<file path="src/rtl/gnr_attractor_ctrl_pkg.sv">
// Shared state encoding and default widths for the GRN attractor-search controller.
package gnr_ctrl_pkg;
  localparam int unsigned NODES_DEF = 4;
  localparam int unsigned CNT_W_DEF = 16;

  typedef enum logic [2:0] {
    IDLE    = 3'd0,
    LOAD    = 3'd1,
    SETTLE  = 3'd2,
    RUN     = 3'd3,
    MEASURE = 3'd4,
    FIN     = 3'd5
  } state_e;
endpackage

</file>
<file path="src/rtl/gnr_attractor_ctrl_if.sv">
// Controller <-> node-array link: load/step strobes out, both trajectory vectors back.
interface gnr_attractor_ctrl_if #(parameter int NODES = 4) ();
  logic             reset_nos;
  logic [NODES-1:0] init_state;
  logic             start_s0;
  logic             start_s1;
  logic [NODES-1:0] s0_vec;
  logic [NODES-1:0] s1_vec;

  modport master (output reset_nos, init_state, start_s0, start_s1,
                  input  s0_vec, s1_vec);
  modport slave  (input  reset_nos, init_state, start_s0, start_s1,
                  output s0_vec, s1_vec);
endinterface

</file>
<file path="src/rtl/gnr_attractor_ctrl_step_cnt.sv">
// Saturating up-counter with synchronous clear and an equality flag against a limit.
module gnr_step_cnt
  import gnr_ctrl_pkg::*;
#(
  parameter int CNT_W = CNT_W_DEF
) (
  input  logic             clk,
  input  logic             rst,
  input  logic             clr,
  input  logic             inc,
  input  logic [CNT_W-1:0] limit,
  output logic [CNT_W-1:0] cnt,
  output logic             eq
);
  logic [CNT_W-1:0] cnt_q, cnt_d;

  // next count: clear wins, then increment unless already saturated
  always_comb begin
    if (clr) begin
      cnt_d = {CNT_W{1'b0}};
    end else if (inc && (cnt_q != {CNT_W{1'b1}})) begin
      cnt_d = cnt_q + {{(CNT_W-1){1'b0}}, 1'b1};
    end else begin
      cnt_d = cnt_q;
    end
  end

  // count register
  always_ff @(posedge clk) begin
    if (rst) begin
      cnt_q <= {CNT_W{1'b0}};
    end else begin
      cnt_q <= cnt_d;
    end
  end

  assign cnt = cnt_q;
  assign eq  = (cnt_q == limit);
endmodule

</file>
<file path="src/rtl/gnr_attractor_ctrl.sv">
// Tortoise/hare attractor-search sequencer for one GRN node array.
// Define GNR_ATTRACTOR_PERIOD_EN to add the MEASURE state and the period counter.
module gnr_attractor_ctrl
  import gnr_ctrl_pkg::*;
#(
  parameter int NODES = NODES_DEF,
  parameter int CNT_W = CNT_W_DEF
) (
  input  logic                    clk,
  input  logic                    rst,
  input  logic                    start,
  input  logic                    abort,
  input  logic [NODES-1:0]        init_vec,
  input  logic [CNT_W-1:0]        max_steps,
  gnr_attractor_ctrl_if.master    arr,
  output logic                    busy,
  output logic                    done,
  output logic                    met,
  output logic [CNT_W-1:0]        step_count,
  output logic [CNT_W-1:0]        period
);
  state_e           state_q, state_d, state_fsm;
  logic [NODES-1:0] init_q, init_d, init_state_q, init_state_d;
  logic [CNT_W-1:0] max_q, max_d;
  logic             reset_nos_q, reset_nos_d;
  logic             busy_q, busy_d, done_q, done_d, met_q, met_d;
  logic             accept, vec_eq, step_zero, step_eq, step_inc;
  logic             run_s0, run_s1;
  logic [CNT_W-1:0] step_cnt;

  assign accept    = (state_q == IDLE) && start;
  assign vec_eq    = (arr.s0_vec == arr.s1_vec);
  assign step_zero = (step_cnt == {CNT_W{1'b0}});

  gnr_step_cnt #(.CNT_W(CNT_W)) u_step_cnt (
    .clk(clk), .rst(rst), .clr(accept), .inc(step_inc),
    .limit(max_q), .cnt(step_cnt), .eq(step_eq)
  );

`ifdef GNR_ATTRACTOR_PERIOD_EN
  logic             per_inc, per_lim_clr, per_zero, per_eq;
  logic [CNT_W-1:0] per_cnt;

  assign per_zero = (per_cnt == {CNT_W{1'b0}});

  gnr_step_cnt #(.CNT_W(CNT_W)) u_period_cnt (
    .clk(clk), .rst(rst), .clr(accept | per_lim_clr), .inc(per_inc),
    .limit(max_q), .cnt(per_cnt), .eq(per_eq)
  );
  assign period = per_cnt;
`else
  assign period = {CNT_W{1'b0}};
`endif

  // next-state and strobe decode; step strobes stay combinational so the
  // meet/timeout cycle itself issues no step
  always_comb begin
    state_fsm = state_q;
    init_d    = init_q;
    max_d     = max_q;
    met_d     = met_q;
    step_inc  = 1'b0;
    run_s0    = 1'b0;
    run_s1    = 1'b0;
`ifdef GNR_ATTRACTOR_PERIOD_EN
    per_inc     = 1'b0;
    per_lim_clr = 1'b0;
`endif
    case (state_q)
      IDLE: begin
        if (accept) begin
          state_fsm = LOAD;
          init_d    = init_vec;
          max_d     = max_steps;
          met_d     = 1'b0;
        end else begin
          state_fsm = IDLE;
        end
      end
      LOAD: state_fsm = SETTLE;
      SETTLE: begin
        if (max_q == {CNT_W{1'b0}}) begin
          met_d     = 1'b0;
          state_fsm = FIN;
        end else begin
          state_fsm = RUN;
        end
      end
      RUN: begin
        if (!step_zero && vec_eq) begin
`ifdef GNR_ATTRACTOR_PERIOD_EN
          state_fsm = MEASURE;
`else
          met_d     = 1'b1;
          state_fsm = FIN;
`endif
        end else if (step_eq) begin
          met_d     = 1'b0;
          state_fsm = FIN;
        end else begin
          run_s0   = 1'b1;
          run_s1   = 1'b1;
          step_inc = 1'b1;
        end
      end
`ifdef GNR_ATTRACTOR_PERIOD_EN
      MEASURE: begin
        if (!per_zero && vec_eq) begin
          met_d     = 1'b1;
          state_fsm = FIN;
        end else if (per_eq) begin
          met_d       = 1'b1;
          per_lim_clr = 1'b1;
          state_fsm   = FIN;
        end else begin
          run_s1  = 1'b1;
          per_inc = 1'b1;
        end
      end
`endif
      FIN:     state_fsm = IDLE;
      default: state_fsm = IDLE;
    endcase

    state_d      = (abort && (state_q != IDLE)) ? IDLE : state_fsm;
    reset_nos_d  = (state_d == LOAD);
    init_state_d = (state_d == LOAD) ? init_d : {NODES{1'b0}};
    busy_d       = (state_d != IDLE);
    done_d       = (state_d == FIN);
  end

  // FSM state, latched run parameters and registered outputs
  always_ff @(posedge clk) begin
    if (rst) begin
      state_q      <= IDLE;
      init_q       <= {NODES{1'b0}};
      max_q        <= {CNT_W{1'b0}};
      met_q        <= 1'b0;
      reset_nos_q  <= 1'b0;
      init_state_q <= {NODES{1'b0}};
      busy_q       <= 1'b0;
      done_q       <= 1'b0;
    end else begin
      state_q      <= state_d;
      init_q       <= init_d;
      max_q        <= max_d;
      met_q        <= met_d;
      reset_nos_q  <= reset_nos_d;
      init_state_q <= init_state_d;
      busy_q       <= busy_d;
      done_q       <= done_d;
    end
  end

  assign arr.reset_nos  = reset_nos_q;
  assign arr.init_state = init_state_q;
  assign arr.start_s0   = run_s0;
  assign arr.start_s1   = run_s1;
  assign busy           = busy_q;
  assign done           = done_q;
  assign met            = met_q;
  assign step_count     = step_cnt;
endmodule

</file>
<file path="src/flat_wrapper.sv">
// flat-port wrapper written by rule: the top's interface ports become plain ports
module gnr_attractor_ctrl_flat import gnr_ctrl_pkg::*;
#(
  parameter int NODES = NODES_DEF,
  parameter int CNT_W = CNT_W_DEF
)
  (clk, rst, start, abort, init_vec, max_steps, busy, done, met, step_count, period, arr_reset_nos, arr_init_state, arr_start_s0, arr_start_s1, arr_s0_vec, arr_s1_vec);
  gnr_attractor_ctrl_if #(.NODES(NODES)) arr_i ();
  input  logic clk;
  input  logic rst;
  input  logic start;
  input  logic abort;
  input  logic [NODES-1:0] init_vec;
  input  logic [CNT_W-1:0] max_steps;
  output logic busy;
  output logic done;
  output logic met;
  output logic [CNT_W-1:0] step_count;
  output logic [CNT_W-1:0] period;
  output wire logic [$bits(arr_i.reset_nos)-1:0] arr_reset_nos;
  output wire logic [$bits(arr_i.init_state)-1:0] arr_init_state;
  output wire logic [$bits(arr_i.start_s0)-1:0] arr_start_s0;
  output wire logic [$bits(arr_i.start_s1)-1:0] arr_start_s1;
  input wire logic [$bits(arr_i.s0_vec)-1:0] arr_s0_vec;
  input wire logic [$bits(arr_i.s1_vec)-1:0] arr_s1_vec;
  assign arr_reset_nos = arr_i.reset_nos;
  assign arr_init_state = arr_i.init_state;
  assign arr_start_s0 = arr_i.start_s0;
  assign arr_start_s1 = arr_i.start_s1;
  assign arr_i.s0_vec = arr_s0_vec;
  assign arr_i.s1_vec = arr_s1_vec;
  gnr_attractor_ctrl #(.NODES(NODES), .CNT_W(CNT_W)) u_core (.clk(clk), .rst(rst), .start(start), .abort(abort), .init_vec(init_vec), .max_steps(max_steps), .arr(arr_i), .busy(busy), .done(done), .met(met), .step_count(step_count), .period(period));
endmodule
</file>
<file path="config.mk">
export PLATFORM = sky130hd
export DESIGN_NAME = gnr_attractor_ctrl_flat
export DESIGN_NICKNAME = d
export VERILOG_FILES = /design/src/rtl/gnr_attractor_ctrl_pkg.sv /design/src/rtl/gnr_attractor_ctrl_if.sv /design/src/rtl/gnr_attractor_ctrl_step_cnt.sv /design/src/rtl/gnr_attractor_ctrl.sv /design/src/flat_wrapper.sv
export SDC_FILE = /design/constraint.sdc
export NUM_CORES = 1
export LEC_CHECK = 0
export ABC_CLOCK_PERIOD_IN_PS = 5000
export CORE_MARGIN = 2
export CORE_UTILIZATION = 43
export CTS_BUF_LIST = sky130_fd_sc_hd__clkbuf_4
export CTS_CLUSTER_SIZE = 20
export DETAILED_ROUTE_END_ITERATION = 16
export PLACE_DENSITY = 0.74
export RECOVER_POWER = 50
export SYNTH_ARGS = -nofsm -noshare
export SYNTH_HDL_FRONTEND = slang
export SYNTH_HIERARCHICAL = 1
export SYNTH_SLANG_ARGS = --single-unit
</file>
<file path="constraint.sdc">
create_clock -name clk -period 5 [get_ports clk]
set_input_delay 1 -clock clk [delete_from_list [all_inputs] [get_ports clk]]
set_output_delay 1 -clock clk [all_outputs]
set_load 0.01 [all_outputs]
</file>
; Yosys cells after proc, flatten, opt, wreduce, memory -nomap -nowiden
; Index checks and enable logic that the tools add are counted.
[word_totals]
register_bits = 47
latch_bits = 0
ram_bits = 0
mem_bits_ro = 0
input_bits = 32
elab_cells = 53
n_memories = 0
[classes]
add_sub_neg = 1
mul = 0
div_mod_pow = 0
magnitude_cmp = 0
n_eq_ne = 11
shift = 0
mux = 16
bitwise_logic = 1
reduce_logical = 15
[op_table]
columns = cell, count
row1 = zero test 16 bit, 2
row2 = "adder 16 x 1 -> 16 bit, second input constant", 1
row3 = == test 16 bit, 1
row4 = "inequality test 16 bit, second input constant", 1
row5 = 2-to-1 mux 3 bit, 4
row6 = one-hot mux 3 bit (4 select lines), 1
row7 = nonzero test 3 bit, 3
row8 = 2-to-1 mux 1 bit, 8
row9 = 2-to-1 mux 4 bit, 2
row10 = "== test 3 x 1 -> 1 bit, second input constant", 2
row11 = "== test 3 x 2 -> 1 bit, second input constant", 2
row12 = == test 4 bit, 1
row13 = logical AND 1 bit, 4
row14 = "inequality test 2 x 1 -> 1 bit, second input constant", 2
row15 = AND reduction 4 bit, 1
row16 = OR reduction 2 bit, 2
row17 = "== test 3 bit, second input constant", 1
row18 = zero test 3 bit, 1
row19 = "inequality test 3 x 1 -> 1 bit, second input constant", 1
row20 = one-hot mux 1 bit (3 select lines), 1
row21 = AND reduction 2 bit, 1
row22 = zero test 1 bit, 1
row23 = NOT 1 bit, 1

; Depth between registers and ports, before layout
[logic_depth]
ltp_word = 9
depth_mapped = 9
depth_no_buf = 8

; Modules after synthesis
; Netlist, hierarchy kept.
[modules_own_cells]
columns = mod, n_inst, cells_per_inst, area_per_inst_um2, seq_area_each_um2
row1 = gnr_attractor_ctrl, 1, 164, 1410.1, 620.6
row2 = gnr_step_cnt, 1, 121, 1073.5, 320.3

; Worst setup path after synthesis
; OpenSTA, ideal clock, no wires.
[synth_timing]
path_type = input to output
start = input port arr_s1_vec[0]
end = output port arr_start_s1
arrival_ns = 2.077
setup_slack_ns = 1.923
path_stages = 4
n_path_buf = 1
path_cell_list = xor2_1 > nor4_2 > a211oi_2 > buf_4
[synth_via]
elab_chain_len = 4
[synth_rtl]
columns = item, line_no
row1 = start: declaration, flat_wrapper.sv:25  ; input wire logic [$bits(arr_i.s1_vec)-1:0] arr_s1_vec;
row2 = == test 4 bit, gnr_attractor_ctrl.sv:32  ; assign vec_eq = (arr.s0_vec == arr.s1_vec);
row3 = logical AND 1 bit, gnr_attractor_ctrl.sv:90  ; if (!step_zero && vec_eq) begin
row4 = 2-to-1 mux 1 bit (2 in series), n/a
row5 = end: declaration, flat_wrapper.sv:23  ; output wire logic [$bits(arr_i.start_s1)-1:0] arr_start_s1;
; No other way between the ends.

; Worst setup path after layout
[layout_timing]
start = input port arr_s1_vec[2]
end = output port arr_start_s0
[layout_via]
elab_chain_len = 4
[layout_rtl]
columns = item, line_no
row1 = == test 4 bit, gnr_attractor_ctrl.sv:32
row2 = logical AND 1 bit, gnr_attractor_ctrl.sv:90
row3 = 2-to-1 mux 1 bit, gnr_attractor_ctrl.sv:90
row4 = 2-to-1 mux 1 bit, gnr_attractor_ctrl.sv:69  ; case (state_q)
row5 = end: declaration, flat_wrapper.sv:22  ; output wire logic [$bits(arr_i.start_s0)-1:0] arr_start_s0;
; No other way between the ends.

==> impl_results.md <==
* Htree depth at 2
* DR vias at 2234
* Drt first pass iters at 4
* # fillers at 542
* GRT Util Overall at 0.1860
* Pwr Density at 315.7 nW/um2
* Crit path DAT at 2.97 ns
* Status: completed
* Largest delay share family, worst path: buffers and inverters
* Area added between synthesis and finish at 23.78%
* Vias in the first global route at between 1500 and 2000
* Synthesis-stage register bit count at 47
* CP max stage delay at approximately 0.56 ns
* Area of the multi-input gates at between 1000 and 1500 um2
* Share of cells above drive strength 1 at 0.07396
* Max VDD drop at 0.0001552 V
* Core area at 5540 um2
* Worst r2r src: u_core/state_q[0]$_SDFF_PP0_
* Sequential area share after synthesis at 0.3788
* Primary FF master, synth: dfxtp_1
* Fin crit share at 0.7944
* Critical Path Sink Type: output port
* N_diodes at 0
* CTS clk-pin slew, worst paths at 0.13 ns
* Hpwl dp at approximately 4400 um
* Antenna-violating nets left at 0
* Clock sink count at 47
* Hold Buf Count CTS at 0
* Synthesized area at 2484 um2
* CTS tree: built
* Post CTS Setup Buffer Count at 0
* Largest net degree at the start of global routing at 26
* Worst path cell trace: clkdlybuf4s50_1 -> xor2_1 -> nor4_2 -> a211oi_2 -> buf_4 -> clkdlybuf4s50_1
* Final Skew at roughly 0.012 ns
* Critical path type: in -> out
* Starting Density at 0.4483
* Grt met1 use at 0.2479
* EDFF count, synth at 0
* Unrepaired setup endpoints after global routing: false
* Period minus WS final at 3.972 ns
* CP dominant cell by count: clkdlybuf4s50_1
* Final nets at 370
* Post-Synth Adder-Cell Area at 0.005038
* Cell row count at 27
* Total I/O pin count at 74
* Crit. Startpoint: arr_s1_vec[2]
* Yosys cell types at 52
* Die Wd at 80 um
* Async SR Flop Fraction at 0
* Largest family of logic cells by synthesized area: simple AND/OR/NAND/NOR gates
* GRT busiest layer: met2
* Clock tree buffer depth at 2
* Initial DRC Count at 119
* Final hold vios at 0
* I/O Buffers at 57
* Mux contribution to synthesized area at 0.01612
* Non-Filler Instances at 410
* Clock Latency Late Sink at 0.37 ns
* Final Instance Area at 3074 um2
* Crit Path Max Fanout at 12
* Drt total wl at approximately 5900 um
* Placed inst area at approximately 3000 um2
* Mapped Cells at approximately 290
* Full die area at 6400 um2
* Residual DRC count at 0
* Synth Area in Compound Gates at 0.1416
* Power, Total at 0.9704 mW
* Post-CTS resize count at 0
* Seq. cell area at 940.9 um2
* Worst Path Buf+Inv at 3
* Critical Path RT at 4.00 ns
* Post-synthesis xor/xnor area fraction at 0.07053
* Grt ovf at 0
* Worst hold path class: reg -> reg
* Final core area utilization at 0.5549
* Post-DR wirelength/cell at 14.37 um
* Setup TNS Final at 0 ns
* Worst Max-Slew Pin Slew at ~1.1 ns
* Final Max Tran Viols at 0
* Cell chosen for the clock root: clkbuf_4
* Final setup viols at 0
* Die Ht at 80 um
* Max Cap Viol at 0
* Avg Inst Size Synth at about 8.7 um2
* First-pass GRT wire length at 9308 um
* Worst Setup Start Kind: primary input
* Rel. slew slack at 0.2430
* DR vias/cell at roughly 5.4
* Hold path startpoint: u_core/max_q[1]$_SDFFE_PP0P_
* Gpl congestion at 0.8158
* GRT met3 Usage at 0.04525
* Simple-gate area share of the yosys netlist at 0.2917
* CP max-delay cell: nor4_2
* Initial antenna violation count at 0
* Fmax at 251.8 MHz
* Grt met2 use at 0.2933
* Lkg Pwr at 1.096 nW
* Ys Warns at 6
* Placed cells at approximately 400
* Total CTS buffers at 5
==> where the power goes <==
group          internal (mW)  switching (mW)  leakage, nW
Combinational          0.121           0.152        0.668
Sequential             0.420          0.0417        0.383
Clock                  0.108           0.128       0.0458
==> kinds of logic after synthesis <==
family / count (synthesis)
compound gates: 58
xor+xnor: 20
fa+ha+maj: 1
buf+inv: 33
flops: 47
mux: 4
other cells: 1
simple gates: 121
==> stage by stage <==
step | hold WS [ns] | worst slack, ns
after CTS | 0.4940 | 1.048
after detailed placement | 0.4749 | 1.039
final | 0.4945 | 1.028
after global routing | 0.5232 | 0.9580
after floorplan | 0.4552 | 1.923
after global placement | 0.4728 | 1.094
==> synth_stat cells (all sizes together), types with 5 or more instances <==
| cell type | number | area (um2) |
|---|---|---|
| nand4 | 10 | 68.81 |
| dfxtp | 47 | 940.9 |
| nor3 | 5 | 36.29 |
| or4 | 5 | 37.54 |
| o31ai | 7 | 52.55 |
| nor4 | 17 | 142.6 |
| buf | 25 | 200.2 |
| nand2 | 44 | 170.2 |
| a21oi | 30 | 150.1 |
| nand3 | 11 | 67.57 |
| o21ai | 8 | 40.04 |
| nor2 | 8 | 30.03 |
| xnor2 | 16 | 140.1 |
==> worst register-to-register path, cell delays in order (launching register included) <==
cell and delay, ns:
dfxtp_1 0.56, or4b_1 0.58, clkinvlp_2 0.91, nor2_1 0.67
o21ai_0 0.17, a31oi_1 0.16
==> flip-flops by register name, summed over array words and instances (netlist names) <==
register	count
u_core/max_q	16
u_core/u_step_cnt/cnt	16
u_core/arr.init_state	4
u_core/init_q	4
u_core/state_q	3
u_core/arr.reset_nos	1
u_core/busy	1
u_core/done	1
u_core/met	1
==> final cells by class <==
cell class                 instances  share of cell area
timing repair buffer              59              0.1893
sequential                        47              0.3061
clock inverter                     3             0.01547
multi-input combinational        220              0.4424
tap                               72             0.02930
inverter                           4            0.005291
clock buffer                       5             0.01221
==> metal layers <==
metal  up-vias  share of wire
li1       1106              -
met1      1037           0.45
met2        83           0.47
met3         8          0.060
met4         0          0.012
met5         -              0
==> worst paths after layout <==
check,end,depth (start not counted),slack [ns]
worst max-delay path,arr_start_s0,6,1.03
worst min-delay path,u_core/max_q[1]$_SDFFE_PP0P_,2,0.49
worst max register to register,u_core/u_step_cnt/cnt[4]$_SDFFE_PP0P_,5,1.90
worst min register to register,u_core/max_q[1]$_SDFFE_PP0P_,2,0.49
==> placed cells by master, fill, tap and decap left out, types with 4 or more instances in the layout <==
cell / n
nor2_1: 8
dlygate4sd3_1: 12
nand4_1: 9
o21ai_0: 6
or3_1: 4
conb_1: 16
a21oi_1: 30
nor4_1: 14
dfxtp_1: 47
clkdlybuf4s50_1: 45
clkbuf_4: 5
nand3_1: 10
mux2i_1: 4
o31ai_1: 7
xnor2_1: 16
nand2_1: 42
xor2_1: 4
or4_1: 5
nor3_1: 4
Note: power is estimated with default switching activity, not from simulation.
